## src/rtl/arith_pkg.sv

```systemverilog
// Shared definitions for the arithmetic layer (adder, comparator, divider).
package arith_pkg;

    localparam int W     = 32;
    localparam int CNT_W = 5;

    localparam logic [1:0] ST_IDLE = 2'd0;
    localparam logic [1:0] ST_RUN  = 2'd1;
    localparam logic [1:0] ST_DONE = 2'd2;

    typedef enum logic [1:0] {
        IDLE = ST_IDLE,
        RUN  = ST_RUN,
        DONE = ST_DONE
    } div_state_t;

endpackage

```

## src/rtl/div_32_step.sv

```systemverilog
// One restoring-division step: shift the next dividend bit into the partial
// remainder, subtract the divisor when it fits, and shift the quotient bit in.
module div_32_step #(
    parameter int W = 32
) (
    input  logic [W-1:0] r_i,
    input  logic [W-1:0] q_i,
    input  logic [W-1:0] d_i,
    output logic [W-1:0] r_o,
    output logic [W-1:0] q_o
);

    logic [W:0] t;
    logic       qbit;

    // The partial remainder is always below the divisor, so the result of
    // the subtraction fits back into W bits and the wrap of the low bits
    // gives the exact difference.
    always_comb begin
        t    = {r_i, q_i[W-1]};
        qbit = (t >= {1'b0, d_i});
        r_o  = qbit ? (t[W-1:0] - d_i) : t[W-1:0];
        q_o  = {q_i[W-2:0], qbit};
    end

endmodule

```

## src/rtl/div_32.sv

```systemverilog
// Sequential 32-bit unsigned restoring divider, one quotient bit per clock.
// Optional macro DIV_32_DZ_FLAG_EN adds a dz port and a one-cycle divide-by-zero path.
//
// state | meaning
// IDLE  | waiting for start
// RUN   | one restoring step per clock, 32 steps
// DONE  | done pulse cycle; start accepted here as in IDLE
module div_32 #(
    parameter int W = 32
) (
    input  logic         clk,
    input  logic         rst_n,
    input  logic         start,
    input  logic [W-1:0] dividend,
    input  logic [W-1:0] divisor,
`ifdef DIV_32_DZ_FLAG_EN
    output logic         dz,
`endif
    output logic         busy,
    output logic         done,
    output logic [W-1:0] quotient,
    output logic [W-1:0] remainder
);

    import arith_pkg::*;

    div_state_t     state_q, state_d;
    logic [CNT_W-1:0] cnt_q, cnt_d;
    logic [W-1:0]   r_q, r_d;
    logic [W-1:0]   q_q, q_d;
    logic [W-1:0]   d_q, d_d;
    logic           busy_q, busy_d;
    logic           done_q, done_d;
    logic [W-1:0]   quot_q, quot_d;
    logic [W-1:0]   rem_q, rem_d;
    logic [W-1:0]   r_nxt, q_nxt;
`ifdef DIV_32_DZ_FLAG_EN
    logic           dz_q, dz_d;
`endif

    div_32_step #(.W(W)) u_step (
        .r_i (r_q),
        .q_i (q_q),
        .d_i (d_q),
        .r_o (r_nxt),
        .q_o (q_nxt)
    );

    always_comb begin
        state_d = state_q;
        cnt_d   = cnt_q;
        r_d     = r_q;
        q_d     = q_q;
        d_d     = d_q;
        busy_d  = busy_q;
        done_d  = 1'b0;
        quot_d  = quot_q;
        rem_d   = rem_q;
`ifdef DIV_32_DZ_FLAG_EN
        dz_d    = dz_q;
`endif
        case (state_q)
            IDLE, DONE: begin
                if (start) begin
                    q_d     = dividend;
                    d_d     = divisor;
                    r_d     = '0;
                    cnt_d   = '0;
                    busy_d  = 1'b1;
                    state_d = RUN;
`ifdef DIV_32_DZ_FLAG_EN
                    dz_d    = 1'b0;
`endif
                end else begin
                    state_d = IDLE;
                end
            end
            RUN: begin
                r_d   = r_nxt;
                q_d   = q_nxt;
                cnt_d = cnt_q + 1'b1;
                if (cnt_q == CNT_W'(W - 1)) begin
                    quot_d  = q_nxt;
                    rem_d   = r_nxt;
                    busy_d  = 1'b0;
                    done_d  = 1'b1;
                    state_d = DONE;
                end
`ifdef DIV_32_DZ_FLAG_EN
                // q_q still holds the untouched dividend on the first step.
                if (d_q == '0) begin
                    quot_d  = '1;
                    rem_d   = q_q;
                    dz_d    = 1'b1;
                    busy_d  = 1'b0;
                    done_d  = 1'b1;
                    state_d = DONE;
                end
`endif
            end
            default: begin
                state_d = IDLE;
                busy_d  = 1'b0;
            end
        endcase
    end

    always_ff @(posedge clk or negedge rst_n) begin
        if (!rst_n) begin
            state_q <= IDLE;
            cnt_q   <= '0;
            r_q     <= '0;
            q_q     <= '0;
            d_q     <= '0;
            busy_q  <= 1'b0;
            done_q  <= 1'b0;
            quot_q  <= '0;
            rem_q   <= '0;
`ifdef DIV_32_DZ_FLAG_EN
            dz_q    <= 1'b0;
`endif
        end else begin
            state_q <= state_d;
            cnt_q   <= cnt_d;
            r_q     <= r_d;
            q_q     <= q_d;
            d_q     <= d_d;
            busy_q  <= busy_d;
            done_q  <= done_d;
            quot_q  <= quot_d;
            rem_q   <= rem_d;
`ifdef DIV_32_DZ_FLAG_EN
            dz_q    <= dz_d;
`endif
        end
    end

    assign busy      = busy_q;
    assign done      = done_q;
    assign quotient  = quot_q;
    assign remainder = rem_q;
`ifdef DIV_32_DZ_FLAG_EN
    assign dz        = dz_q;
`endif

endmodule

```

## config.mk

```make
export PLATFORM = sky130hd
export DESIGN_NAME = div_32
export DESIGN_NICKNAME = d
export VERILOG_FILES = /design/src/rtl/arith_pkg.sv /design/src/rtl/div_32_step.sv /design/src/rtl/div_32.sv
export SDC_FILE = /design/constraint.sdc
export NUM_CORES = 1
export LEC_CHECK = 0
export CAP_MARGIN = 20
export CORE_UTILIZATION = 58
export DETAILED_ROUTE_END_ITERATION = 7
export PLACE_DENSITY = 0.85
export SYNTH_ARGS = -nofsm -noshare
export SYNTH_HDL_FRONTEND = slang
export SYNTH_SLANG_ARGS = --single-unit
```

## constraint.sdc

```tcl
create_clock -name clk -period 5.6 [get_ports clk]
set_clock_uncertainty 0.15 [all_clocks]
set_input_delay 0.56 -clock clk [delete_from_list [all_inputs] [get_ports clk]]
set_output_delay 0.56 -clock clk [all_outputs]
set_load 0.05 [all_outputs]
```

==> results of run 1 <==
## cell usage after synthesis, types with 2 or more instances
cell type  count  share of area, %
nand2b_1       2              0.15
xnor2_1       19               2.0
dfrtp_1      169                51
nand4_1        2              0.15
mux2i_1       12               1.4
xor2_1         4              0.42
and3_1         9              0.68
nand3_1        9              0.54
nand2_1      279                13
o31ai_1        4              0.36
a211oi_1       5              0.45
a21oi_1       35               2.1
nor2_1        25               1.1
a22oi_1       32               2.9
a22o_1         5              0.53
a21o_1        12               1.1
a211o_1        4              0.42
a21boi_0       2              0.18
mux2_2         3              0.41
o21a_1         7              0.63
inv_1         45               2.0
o31a_1         4              0.42
o21bai_1       4              0.36
o21ai_0      111               6.7
a31oi_1        7              0.53
o2111ai_1      2              0.21
nor2b_1        3              0.23
nor3_1         3              0.18
clkbuf_1      35               1.6
ha_1          34               5.1
o211ai_1       3              0.27
or2_2          2              0.15
buf_1          5              0.23
o21ai_1        7              0.42
## cells in the final DEF, fill, tap and decap left out, drive strengths merged, types with 3 or more instances in the layout
| master | Yosys | final |
|---|---|---|
| nand4 | 3 | 3 |
| xor2 | 4 | 4 |
| a211o | 4 | 4 |
| a22oi | 32 | 32 |
| buf | 8 | 10 |
| ha | 34 | 34 |
| clkdlybuf4s50 | 0 | 131 |
| a31oi | 7 | 7 |
| bufinv | 0 | 3 |
| dfrtp | 169 | 169 |
| inv | 45 | 45 |
| o211ai | 4 | 4 |
| a211oi | 5 | 5 |
| nor3 | 3 | 3 |
| clkbuf | 35 | 23 |
| and3 | 9 | 9 |
| mux2i | 12 | 12 |
| clkinvlp | 0 | 4 |
| a21oi | 35 | 35 |
| nor2b | 3 | 3 |
| nand3 | 10 | 10 |
| nor2 | 25 | 25 |
| o31a | 4 | 4 |
| nand2 | 279 | 279 |
| o21a | 7 | 7 |
| o31ai | 4 | 4 |
| o21bai | 4 | 4 |
| xnor2 | 19 | 19 |
| mux2 | 3 | 3 |
| a21o | 12 | 12 |
| a22o | 5 | 5 |
| o21ai | 119 | 119 |
## area by class of cell
type | instances | area share (%)
Timing Repair Buffer | 141 | 13.4
Multi-Input combinational cell | 670 | 36.3
Clock inverter | 9 | 1.32
Clock buffer | 23 | 4.77
Tap cell | 180 | 2.16
Inverter | 45 | 1.62
Sequential cell | 169 | 40.5
## cell families after synthesis
logic type / count (synthesis) / share of synthesized area [%]
and+or+nand+nor: 341 / 16.6
muxes: 15 / 1.85
DFF: 169 / 50.8
xor gates and xnor gates: 23 / 2.42
adders and majority gates: 35 / 5.35
AOI/OAI and AO/OA: 256 / 19.0
buffers and inverters: 88 / 4.11
## path summary, 6_finish.rpt
path,startpoint,end,slack (ns),depth (start not counted)
max in group asynchronous,rst_n,remainder[27],4.16,2
min,rst_n,remainder[11],0.02,1
max,r_q[11],remainder[23],2.12,11
max reg2reg,r_q[11],remainder[23],2.12,11
min in group clk,remainder[3],remainder[3],0.33,2
min reg2reg,remainder[3],remainder[3],0.33,2
## metal layers
metal / vias to the layer above / track usage [%] / routed length (um)
li1: 3399 / - / -
met1: 3428 / 39.5 / 9110
met2: 228 / 48.1 / 9860
met3: 34 / 7.12 / 1290
met4: 0 / 11.2 / 447
met5: - / 0 / 0
## registers in the layout (all words and copies together), names as in the netlist
name       count
remainder     32
r_q           32
d_q           32
state_q        2
done           1
busy           1
q_q           32
cnt_q          5
quotient      32
## stage by stage
stage	hold WS (ns)	setup slack (ns)	instance area [um2]	utilization, %
after floorplan	0.114	2.75	8330	-
after global routing	0.0792	1.80	10400	74.9
final	0.0211	2.12	10400	74.9
after global placement	0.310	2.30	9790	70.3
after CTS	0.0370	2.13	10400	74.8
after detailed placement	0.312	2.16	9790	70.3
==> flow_metrics.tcl, run 1 <==
set metrics [dict create \
    cts_tree "built" \
    grt_pass1_wl_mm 34.3 \
    slowest_delay_ns 0.54 \
    drc 0 \
    cts-root-buf "clkbuf_16" \
    antenna_left 0 \
    pin_count 133 \
    slew_headroom_pct 38.2 \
    cp.required_ns 5.77 \
    hpwl_mm 13.7 \
    worstPathArrival_ns 3.65 \
    cts_setup_buffers 0 \
    synth_edf_count 0 \
    maxCapViolations 0 \
    cp_max_fo 27 \
    synthCells 927 \
    syn_avg_cell_area_um2 8.99 \
    ys_seq_area_share_pct 50.8 \
    clk_path_buf_depth 2 \
    first_global_vias 7080 \
    antenna_cells 0 \
    crit_type "flop to flop" \
    grt_antenna_before_repair 0 \
    grt.overflow.total 0 \
    postCtsHoldBufs 0 \
    dpl.cell_count 1204 \
    stdcell_count 1237 \
    numCtsBuffers 17 \
    yosysWarningCount 0 \
    start_kind "flop" \
    initial_utilization_pct 59.8 \
    dr.pass1.iters 5 \
    drive_gt1_share_pct 5.58 \
    syn_area_mm2 0.00833 \
    routed_wl_mm 20.7 \
    rows 43 \
    grt_max_degree 97 \
    status "finished, final reports clean" \
    cts.sink_count 169 \
    setup_viol 0 \
    clk_pin_slew_ns 0.06 \
    synthArstFlopShare_pct 100 \
    drtIter0Drc 445 \
    crit_path_end_kind "flop" \
    fin_crit_ns 3.48 \
    crit_chain "ha_1, and3_1, nand2_1, nor4_1, nand2_1, o311ai_2, o21a_1, buf_4, o21ai_0, a211oi_1, nor2_1" \
    path_buf_inv 1 \
    cts_resized 0 \
    worst_pin_slew_ns 0.927 \
    hp-class "input port to async pin" \
    synthFlopType "dfrtp_1" \
    seqCellArea_mm2 0.00423 \
    syn_to_final_growth_pct 25.3 \
    synth_cell_types 57 \
    insertion_delay_ns 0.43 \
    ys_ff_latch 169 \
    cts_max_level 4 \
    viasPerCell 5.73 \
    slew_viol_final 0 \
    place_congestion 0.884 \
    avgRoutedWirePerCell_um 16.7 \
    nFillCells 1023 \
    dieArea_mm2 0.0149 \
    cp_top_family "compound AO/OA/AOI/OAI gates" \
    vias 7089 \
    critPathSlowestCell "o21a_1" \
    fp.coreArea_mm2 0.0139 \
    period_share_pct 62.2 \
    fmax_mhz 287 \
    cpMostUsedCell "nand2_1" \
    hold_viol_final 0 \
    synth_nets 1029 \
    final_net_count 1146 \
    die_width_um 122 \
    fp.dieH_um 122 \
    grt_setup_unrepaired "false" \
    io_buffers 132 \
    grt_usage_pct 30.0 \
    finalSetupTns_ns 0 \
    multi_input_area_mm2 0.00379 \
]
Power of run 1 is not shown: default switching activity piles up to over one toggle a cycle in this logic, so the estimate is an artifact.
==> inputs of run 2 (changes only) <==
--- a/config.mk
+++ b/config.mk
@@ -6,9 +6,9 @@
 export NUM_CORES = 1
 export LEC_CHECK = 0
 export CAP_MARGIN = 20
-export CORE_UTILIZATION = 58
+export CORE_UTILIZATION = 54
 export DETAILED_ROUTE_END_ITERATION = 7
-export PLACE_DENSITY = 0.85
+export PLACE_DENSITY = 0.8
 export SYNTH_ARGS = -nofsm -noshare
 export SYNTH_HDL_FRONTEND = slang
 export SYNTH_SLANG_ARGS = --single-unit
==> constraint.sdc (replaced) <==
create_clock -name clk -period 3.5 [get_ports clk]
set_clock_uncertainty 0.15 [all_clocks]
set_input_delay 0.35 -clock clk [delete_from_list [all_inputs] [get_ports clk]]
set_output_delay 0.35 -clock clk [all_outputs]
set_load 0.05 [all_outputs]
==> run 2 against run 1 <==
Against the previous run:
- the run now ends with design-rule violations left
- via count fell by 1.4%
- die area rose by 7.3%
- sequential share of layout area fell by 0.33 points
- register-to-register slack got worse by 1.8 ns
- routed wire length fell by 3.6%
- critical path depth rose by 2
- core utilization fell by 5.4 points
- final cell count rose by 0.97%
- worst setup slack got worse by 1.8 ns
- hold slack improved by 0.30 ns
- non-clock buffer count rose by 5
- global-route usage fell by 3.1 points
- critical endpoint is now remainder[30]
==> flow_metrics.tcl, run 2 (same netlist as run 1, synthesis figures left out) <==
set metrics [dict create \
    crit_path_end_kind "flop" \
    final_common_cell "nand2_1" \
    grt.overflow.total 0 \
    antenna_cells 0 \
    first_global_vias 7033 \
    clk_pin_slew_ns 0.06 \
    fin_crit_ns 3.20 \
    reg2reg_depth 13 \
    cp.required_ns 3.70 \
    dieArea_mm2 0.0159 \
    start_kind "flop" \
    slowest_delay_ns 0.39 \
    min_from "divisor[15]" \
    clk_path_buf_depth 2 \
    worstPathArrival_ns 3.39 \
    insertion_delay_ns 0.43 \
    drive_gt1_share_pct 5.84 \
    final_util_pct 69.5 \
    cts_setup_buffers 0 \
    grt_antenna_before_repair 0 \
    cts_resized 0 \
    finalSetupTns_ns 0 \
    hold_viol_final 0 \
    fp.coreArea_mm2 0.0151 \
    dpl-instance-area_mm2 0.00990 \
    vias 6991 \
    viasPerCell 5.60 \
    period_share_pct 91.3 \
    worstReg2RegStart "q_q[31]" \
    cts-root-buf "clkbuf_16" \
    cts_max_level 4 \
    cts_tree "built" \
    io_buffers 132 \
    initial_utilization_pct 55.0 \
    postCtsHoldBufs 1 \
    setup_viol 0 \
    final_net_count 1151 \
    status "finished, violations left" \
    critPathSlowestCell "fa_1" \
    antenna_left 0 \
    nFillCells 1190 \
    hpwl_mm 13.5 \
    grt_usage_pct 26.8 \
    slew_viol_final 0 \
    r2r_setup_slack_ns 0.30 \
    crit_chain "inv_1, ha_1, inv_1, fa_1, a21o_1, a31oi_1, nor4b_2, o2111ai_1, a311oi_1, o21ai_1, a21oi_1, o31a_1, o21ai_1" \
    avgRoutedWirePerCell_um 16.0 \
    cp_max_fo 4 \
    hp-class "input port to flop" \
    grt_setup_unrepaired "false" \
    numCtsBuffers 17 \
    place_congestion 0.874 \
    violations "design-rule violations" \
    fp.dieH_um 126 \
    hold_end "d_q[15]" \
    grt_pass1_wl_mm 33.9 \
    die_width_um 126 \
    final_cell_area_mm2 0.0105 \
    fmax_mhz 313 \
    rows 45 \
    dr.pass1.iters 8 \
    worst_pin_slew_ns 0.853 \
    drtIter0Drc 499 \
    drc 2 \
    r2r-end "remainder[30]" \
    grt_max_degree 97 \
    routed_wl_mm 20.0 \
    syn_to_final_growth_pct 26.3 \
    crit_type "flop to flop" \
    slew_headroom_pct 43.1 \
    pin_count 133 \
    maxCapViolations 0 \
    hold_depth 3 \
    fin_hold_ws_ns 0.322 \
    final_cell_mix "278 x nand2_1, 169 x dfrtp_1, 131 x clkdlybuf4s50_1, 111 x o21ai_0, 45 x inv_1" \
    cts.sink_count 169 \
]
==> run 2: cell count changes in the layout (fill, tap and decap cells not counted) <==
| cell | change |
|---|---|
| inv_8 | +1 |
| clkbuf_8 | -1 |
| clkinvlp_4 | -3 |
| dlygate4sd3_1 | +1 |
| inv_6 | +1 |
| clkinv_2 | +2 |
| buf_12 | +4 |
| clkinv_4 | -1 |
==> run 2: how the worst max path moves through the flow <==
stage	start	to	slack, ns	depth (start not counted)
after floorplan	q_q[31]	remainder[30]	0.65	13
after global placement	r_q[8]	remainder[23]	0.45	11
after detailed placement	r_q[8]	r_q[23]	0.38	11
after CTS	q_q[31]	remainder[30]	0.31	13
after global routing	q_q[31]	remainder[24]	0.10	13
final	q_q[31]	remainder[30]	0.30	13
==> run 2: area by class of cell <==
cell class | instances | area, um2 | area share [%]
Multi-Input combinational cell | 670 | 3790 | 36.0
Timing Repair Buffer | 146 | 1490 | 14.1
Inverter | 45 | 169 | 1.60
Sequential cell | 169 | 4230 | 40.2
Clock buffer | 22 | 484 | 4.60
Clock inverter | 9 | 136 | 1.30
Tap cell | 188 | 235 | 2.23
==> run 2: metrics by stage <==
| stage | setup slack (ns) | instances |
|---|---|---|
| floorplan | 0.648 | 927 |
| global placement | 0.451 | 1216 |
| global route | 0.101 | 1249 |
| CTS | 0.305 | 1249 |
| finish | 0.305 | 1249 |
| detailed placement | 0.377 | 1217 |
==> run 2: critical path, delay by kind of cell (launching register included) <==
family	cells	cell delay, ns
AOI/OAI and AO/OA	8	1.78
adders and majority gates	2	0.56
buffers and inverters	2	0.15
DFF	1	0.37
and+or+nand+nor	1	0.09
==> run 2: metal layers <==
metal	vias up	global-route usage [%]	share of wire, %
li1	3402	-	-
met2	190	43.8	48
met1	3376	35.2	45
met3	23	6.97	5.7
met5	-	0	0
met4	0	8.36	1.3
Power of run 2 is left out for the same reason.
==> variant 1: new RTL, flow settings as in run 2 <==
Put one more register stage on the output `quotient`, cleared by the reset. The value now appears one clock later. The other outputs are not delayed to match.
--- a/src/rtl/div_32.sv
+++ b/src/rtl/div_32.sv
@@ -137,7 +137,13 @@
 
     assign busy      = busy_q;
     assign done      = done_q;
-    assign quotient  = quot_q;
+    always_ff @(posedge clk or negedge rst_n) begin
+        if (!rst_n) begin
+            quotient <= '0;
+        end else begin
+            quotient <= quot_q;
+        end
+    end
     assign remainder = rem_q;
 `ifdef DIV_32_DZ_FLAG_EN
     assign dz        = dz_q;
Formal check against the unedited RTL: same outputs for any inputs over 10 cycles, from zero or initial values and one cycle with rst_n low; that may be too few to reach the edited logic, so the function may still have changed.
==> variant 1 against run 2 <==
  * Sequential share of layout area is 1.3 points higher
  * Core utilization is 1.7 points lower
  * Synthesized cell count is 15% higher
  * Wire length is 29% higher
  * Synthesized area is 18% higher
  * Sequential cell count is 32 higher
  * Design area is 15% higher
  * Worst setup slack worse by 0.15 ns
Power is left out: the tool's default activity adds up to more than one toggle a clock period on the data nets, which glitch-free logic cannot reach.
==> variant 1: results (changes against run 2) <==
layout:
  area_delta_synth_final_pct: 23.1  # was 26.3%
  drive_above_1_share_pct: 6.44  # was 5.84%
  final_nets: 1284  # was 1151
critical_path:
  path_delay_family: "compound AO/OA/AOI/OAI gates"  # unchanged
  cp.arrival_ns: 3.58  # was 3.39 ns
  r2r_cells: 10  # was 13
  cp_slowest_cell: "or4_4"  # was fa_1
  cp_slowest_stage_delay_ns: 0.54  # was 0.39 ns
  path_max_fanout: 17  # was 4
placement:
  place_congestion: 0.964  # was 0.874
  placed_area_um2: 11500  # was 9900 um^2
  dp_hpwl_um: 17200  # was 13500 um
  numPortBuffers: 132  # unchanged
cts:
  cts-buffers-inserted: 21  # was 17
  worstSkewPairLatency_ns: 0.50  # was 0.43 ns
  clk_pin_slew_ns: 0.06  # about the same
  htree_levels: 1  # was 4
  clockBufferDepth: 3  # was 2
yosys:
  synthesis.nets: 1168  # was 1029
  yosysUniqueCellTypes: 65  # was 57
  async_flop_share_pct: 100  # unchanged
  synth_commonest_cells: "258 x nand2_1, 201 x dfrtp_1, 80 x o21ai_0, 56 x clkbuf_1, 42 x inv_1"  # was 279 x nand2_1, 169 x dfrtp_1, 111 x o21ai_0, 45 x inv_1
  ys_seq_area_share_pct: 51.0  # was 50.8%
  yosys-top-cells-area: "dfrtp_1 51%, nand2_1 9.8%, ha_1 4.3%"  # was dfrtp_1 51%, nand2_1 13%, o21ai_0 6.7%
  synth_ff_type: "dfrtp_1"  # unchanged
min_path:
  holdPathStages: 0  # was 3
  hold_path.class: "reg -> reg"  # was in -> reg
global_route:
  grt_pass1_vias: 8217  # was 7033
  track_usage_pct: 28.4  # was 26.8%
  antenna_found_initial: 0  # unchanged
  grt_start_max_net_pins: 94  # was 97
  grt_pass1_wl_um: 42000  # was 33900 um
run_status:
  status: "complete, no violations"  # was complete, but fails checks
drt:
  drt_iter0_drc: 779  # was 499
  wl_per_cell_um: 18.0  # was 16.0 um
  viasPerCell: 6.05  # was 5.60
  wl_met2_um: 11800  # was 9590 um
  met3_length_um: 1740  # was 1140 um
  top_layer: "met4"  # unchanged
  m1WireLength_um: 11500  # was 8970 um
  drt_pre_antenna_iters: 5  # was 8
sta:
  max_slew_margin_pct: 34.0  # was 43.1%
variant 1: worst paths after layout:
kind,from,endpoint,slack (ns)
worst max-delay path,r_q[2],r_q[9],0.16
worst max register to register,r_q[2],r_q[9],0.16
min in group asynchronous,rst_n,quotient[14],0.32
worst min register to register,quot_q[31],quotient[31],0.22
max in group asynchronous,rst_n,d_q[10],1.96
worst min-delay path,quot_q[31],quotient[31],0.22
variant 1: logic make-up after synthesis:
| group | count (synthesis) | synth area share (%) |
|---|---|---|
| buf+inv | 107 | 4.24 |
| compound gates | 293 | 20.2 |
| simple gates | 411 | 18.3 |
| fa+ha+maj | 35 | 4.52 |
| xor+xnor | 19 | 1.69 |
| flops | 201 | 51.0 |
variant 1: area by class of cell:
type	instances	area, um^2
clock inverters	6	65.1
inverters	43	161
multi-input cells	758	4450
well taps	229	287
fillers	1432	5770
flip-flops and latches	201	5030
repair buffers	157	1550
clock buffers	30	589
variant 1: timing repair:
| action | CTS | global route |
|---|---|---|
| gates resized for setup | 0 | 2 |
| hold buffers | 1 | 0 |
| hold endpoints to repair | 90 | 0 |
| setup endpoints to repair | 0 | 12 |
variant 1: through the flow:
stage                     TNS [ns]  hold slack [ns]  setup WS [ns]  util [%]  cells
after floorplan                  0          -0.0956          0.388         -   1066
after global placement           0            0.210          0.267      64.0   1387
after detailed placement         0            0.211          0.173      64.0   1387
after CTS                        0            0.221          0.149      67.7   1424
after global routing       -0.0227            0.228        -0.0150      67.8   1424
final                            0            0.221          0.158      67.8   1424
variant 1: per-layer routing:
layer / GRT usage, % / vias up
met1: 40.7 / 4245
met2: 44.4 / 331
li1: - / 4000
met3: 4.33 / 40
met5: 0 / -
met4: 8.85 / 0
==> variant 2: new RTL, settings of run 2 <==
Made on the original files. Add a define of `DIV_32_DZ_FLAG_EN`.
--- a/src/rtl/div_32.sv
+++ b/src/rtl/div_32.sv
@@ -5,6 +5,8 @@
 // IDLE  | waiting for start
 // RUN   | one restoring step per clock, 32 steps
 // DONE  | done pulse cycle; start accepted here as in IDLE
+`define DIV_32_DZ_FLAG_EN
+
 module div_32 #(
     parameter int W = 32
 ) (
Function (old outputs only; new: dz): changed (a bounded check fails within 4 cycles, from zero or initial values and one cycle with rst_n low).
==> variant 2 against run 2 <==
  * Worst setup slack got worse by 0.17 ns
  * Synthesized area up 12%
  * Critical endpoint is now r_q[30]
  * Highest routed layer unchanged
  * Sequential cell count increased by 1
  * Wire length increased by 39%
  * Sequential share of layout area shrank 3.4 points
  * Design area up 9.9%
Power is not shown: default switching activity piles up to over one toggle a cycle in this logic, so the estimate is an artifact.
==> variant 2: results (changes against run 2) <==
run_status:
  status: "complete, no violations"  # was complete, but fails checks
critical_path:
  path_max_fanout: 5  # was 4
  r2r_cells: 13  # unchanged
  r2r_slack_ns: 0.14  # was 0.30 ns
  cp.arrival_ns: 3.56  # was 3.39 ns
  r2r-start: "q_q[31]"  # unchanged
  r2r-end: "r_q[30]"  # was remainder[30]
cts:
  htree_levels: 4  # unchanged
  clockBufferDepth: 2  # unchanged
  clk_pin_slew_ns: 0.07
  cts-buffers-inserted: 17  # unchanged
  worstSkewPairLatency_ns: 0.43  # about the same
  root_buffer: "clkbuf_16"  # unchanged
placement:
  dp_hpwl_um: 20000  # was 13500 um
  dp_worst_setup_slack_ns: 0.151  # was 0.377 ns
  placed_area_um2: 10900  # was 9900 um^2
  place_congestion: 0.927  # was 0.874
  numPortBuffers: 133  # was 132
min_path:
  hold_path.class: "in -> reg"  # unchanged
  min_to: "d_q[27]"  # was d_q[15]
  hold_path_startpoint: "divisor[27]"  # was divisor[15]
  holdPathStages: 3  # unchanged
global_route:
  use_met2_pct: 52.9  # was 43.8%
  antenna_found_initial: 0  # unchanged
  grt_start_max_net_pins: 77  # was 97
  grt_pass1_wl_um: 44000  # was 33900 um
  track_usage_pct: 32.0  # was 26.8%
  grt_pass1_vias: 8349  # was 7033
  grtUsageMet3_pct: 4.95  # was 6.97%
  grtUsageMet1_pct: 41.8  # was 35.2%
yosys:
  yosysUniqueCellTypes: 69  # was 57
  synth_ff_type: "dfrtp_1"  # unchanged
  yosysWarnings: 0  # unchanged
  synthesis.nets: 1159  # was 1029
  yosys-top-cells-area: "dfrtp_1 46%, nand2_1 7.7%, o21ai_0 5.0%"  # was dfrtp_1 51%, nand2_1 13%, o21ai_0 6.7%
  ys_seq_area_share_pct: 45.8  # was 50.8%
  async_flop_share_pct: 100  # unchanged
  synthCells: 1057  # was 927
  synth_commonest_cells: "190 x nand2_1, 170 x dfrtp_1, 92 x o21ai_0, 70 x nor2_1"  # was 279 x nand2_1, 169 x dfrtp_1, 111 x o21ai_0, 45 x inv_1
  synth_edf_count: 0  # unchanged
drt:
  drt_pre_antenna_iters: 5  # was 8
  drt_iter0_drc: 776  # was 499
  drt_wl_total_um: 27700  # was 20000 um
  viasPerCell: 6.14  # was 5.60
layout:
  fin_cells: 1406  # was 1249
  final_nets: 1275  # was 1151
  antenna_cells: 0  # unchanged
  fin_util_pct: 69.2  # was 69.5%
  num-fill-cells: 1336  # was 1190
  drive_above_1_share_pct: 6.83  # was 5.84%
sta:
  whs_ns: 0.319  # was 0.322 ns
  timing.fmax_mhz: 297  # was 313 MHz
  max_slew_margin_pct: 48.2  # was 43.1%
variant 2: layer usage:
metal	vias up	part of all wire [%]	routed length [um]
met5	-	0	0
met4	0	3.7	1030
met3	77	5.5	1520
met2	354	49	13700
met1	4206	41	11500
li1	3998	-	-
variant 2: cell families (layout without fill, tap and decap cells):
logic type,Yosys count,in the layout,share of synthesized area (%)
XOR/XNOR,27,27,2.55
AND/OR/NAND/NOR,383,383,18.2
multiplexers,20,20,2.18
adder cells (fa/ha/maj),35,35,4.79
AO/OA/AOI/OAI,311,311,21.8
flip-flops,170,170,45.8
buffers and inverters,111,240,4.77
variant 2: timing repair:
item / in CTS / in global routing
endpoints found under the hold margin: 72 / 0
resized for setup: 0 / 4
endpoints found under the setup margin: 0 / 6
setup buffers: 0 / 1
hold buffers: 1 / 0
variant 2: worst max path at each step:
stage,startpoint,end,depth (start not counted)
CTS,q_q[31],r_q[30],13
finish,q_q[31],r_q[30],13
global route,q_q[31],r_q[30],13
detailed placement,q_q[31],r_q[30],13
floorplan,q_q[31],remainder[24],12
global placement,q_q[31],r_q[30],13
variant 2: critical path, cell delays in order (launching register included):
cell and delay [ns]:
dfrtp_1 0.40, inv_1 0.09, ha_1 0.16, inv_1 0.05
fa_1 0.39, a21o_1 0.22, a221oi_4 0.36, nand4b_1 0.22
a311oi_2 0.14, o2111ai_1 0.23, a31oi_1 0.15, o21ai_1 0.14
or3b_1 0.38, a31oi_1 0.19
variant 2: layout make-up:
type	count	area share, %
clock buffer	19	3.83
clock inverter	13	1.48
inverter	41	1.33
multi-input combinational	776	40.2
sequential	170	36.8
tap	220	2.38
timing repair buffer	167	14.0
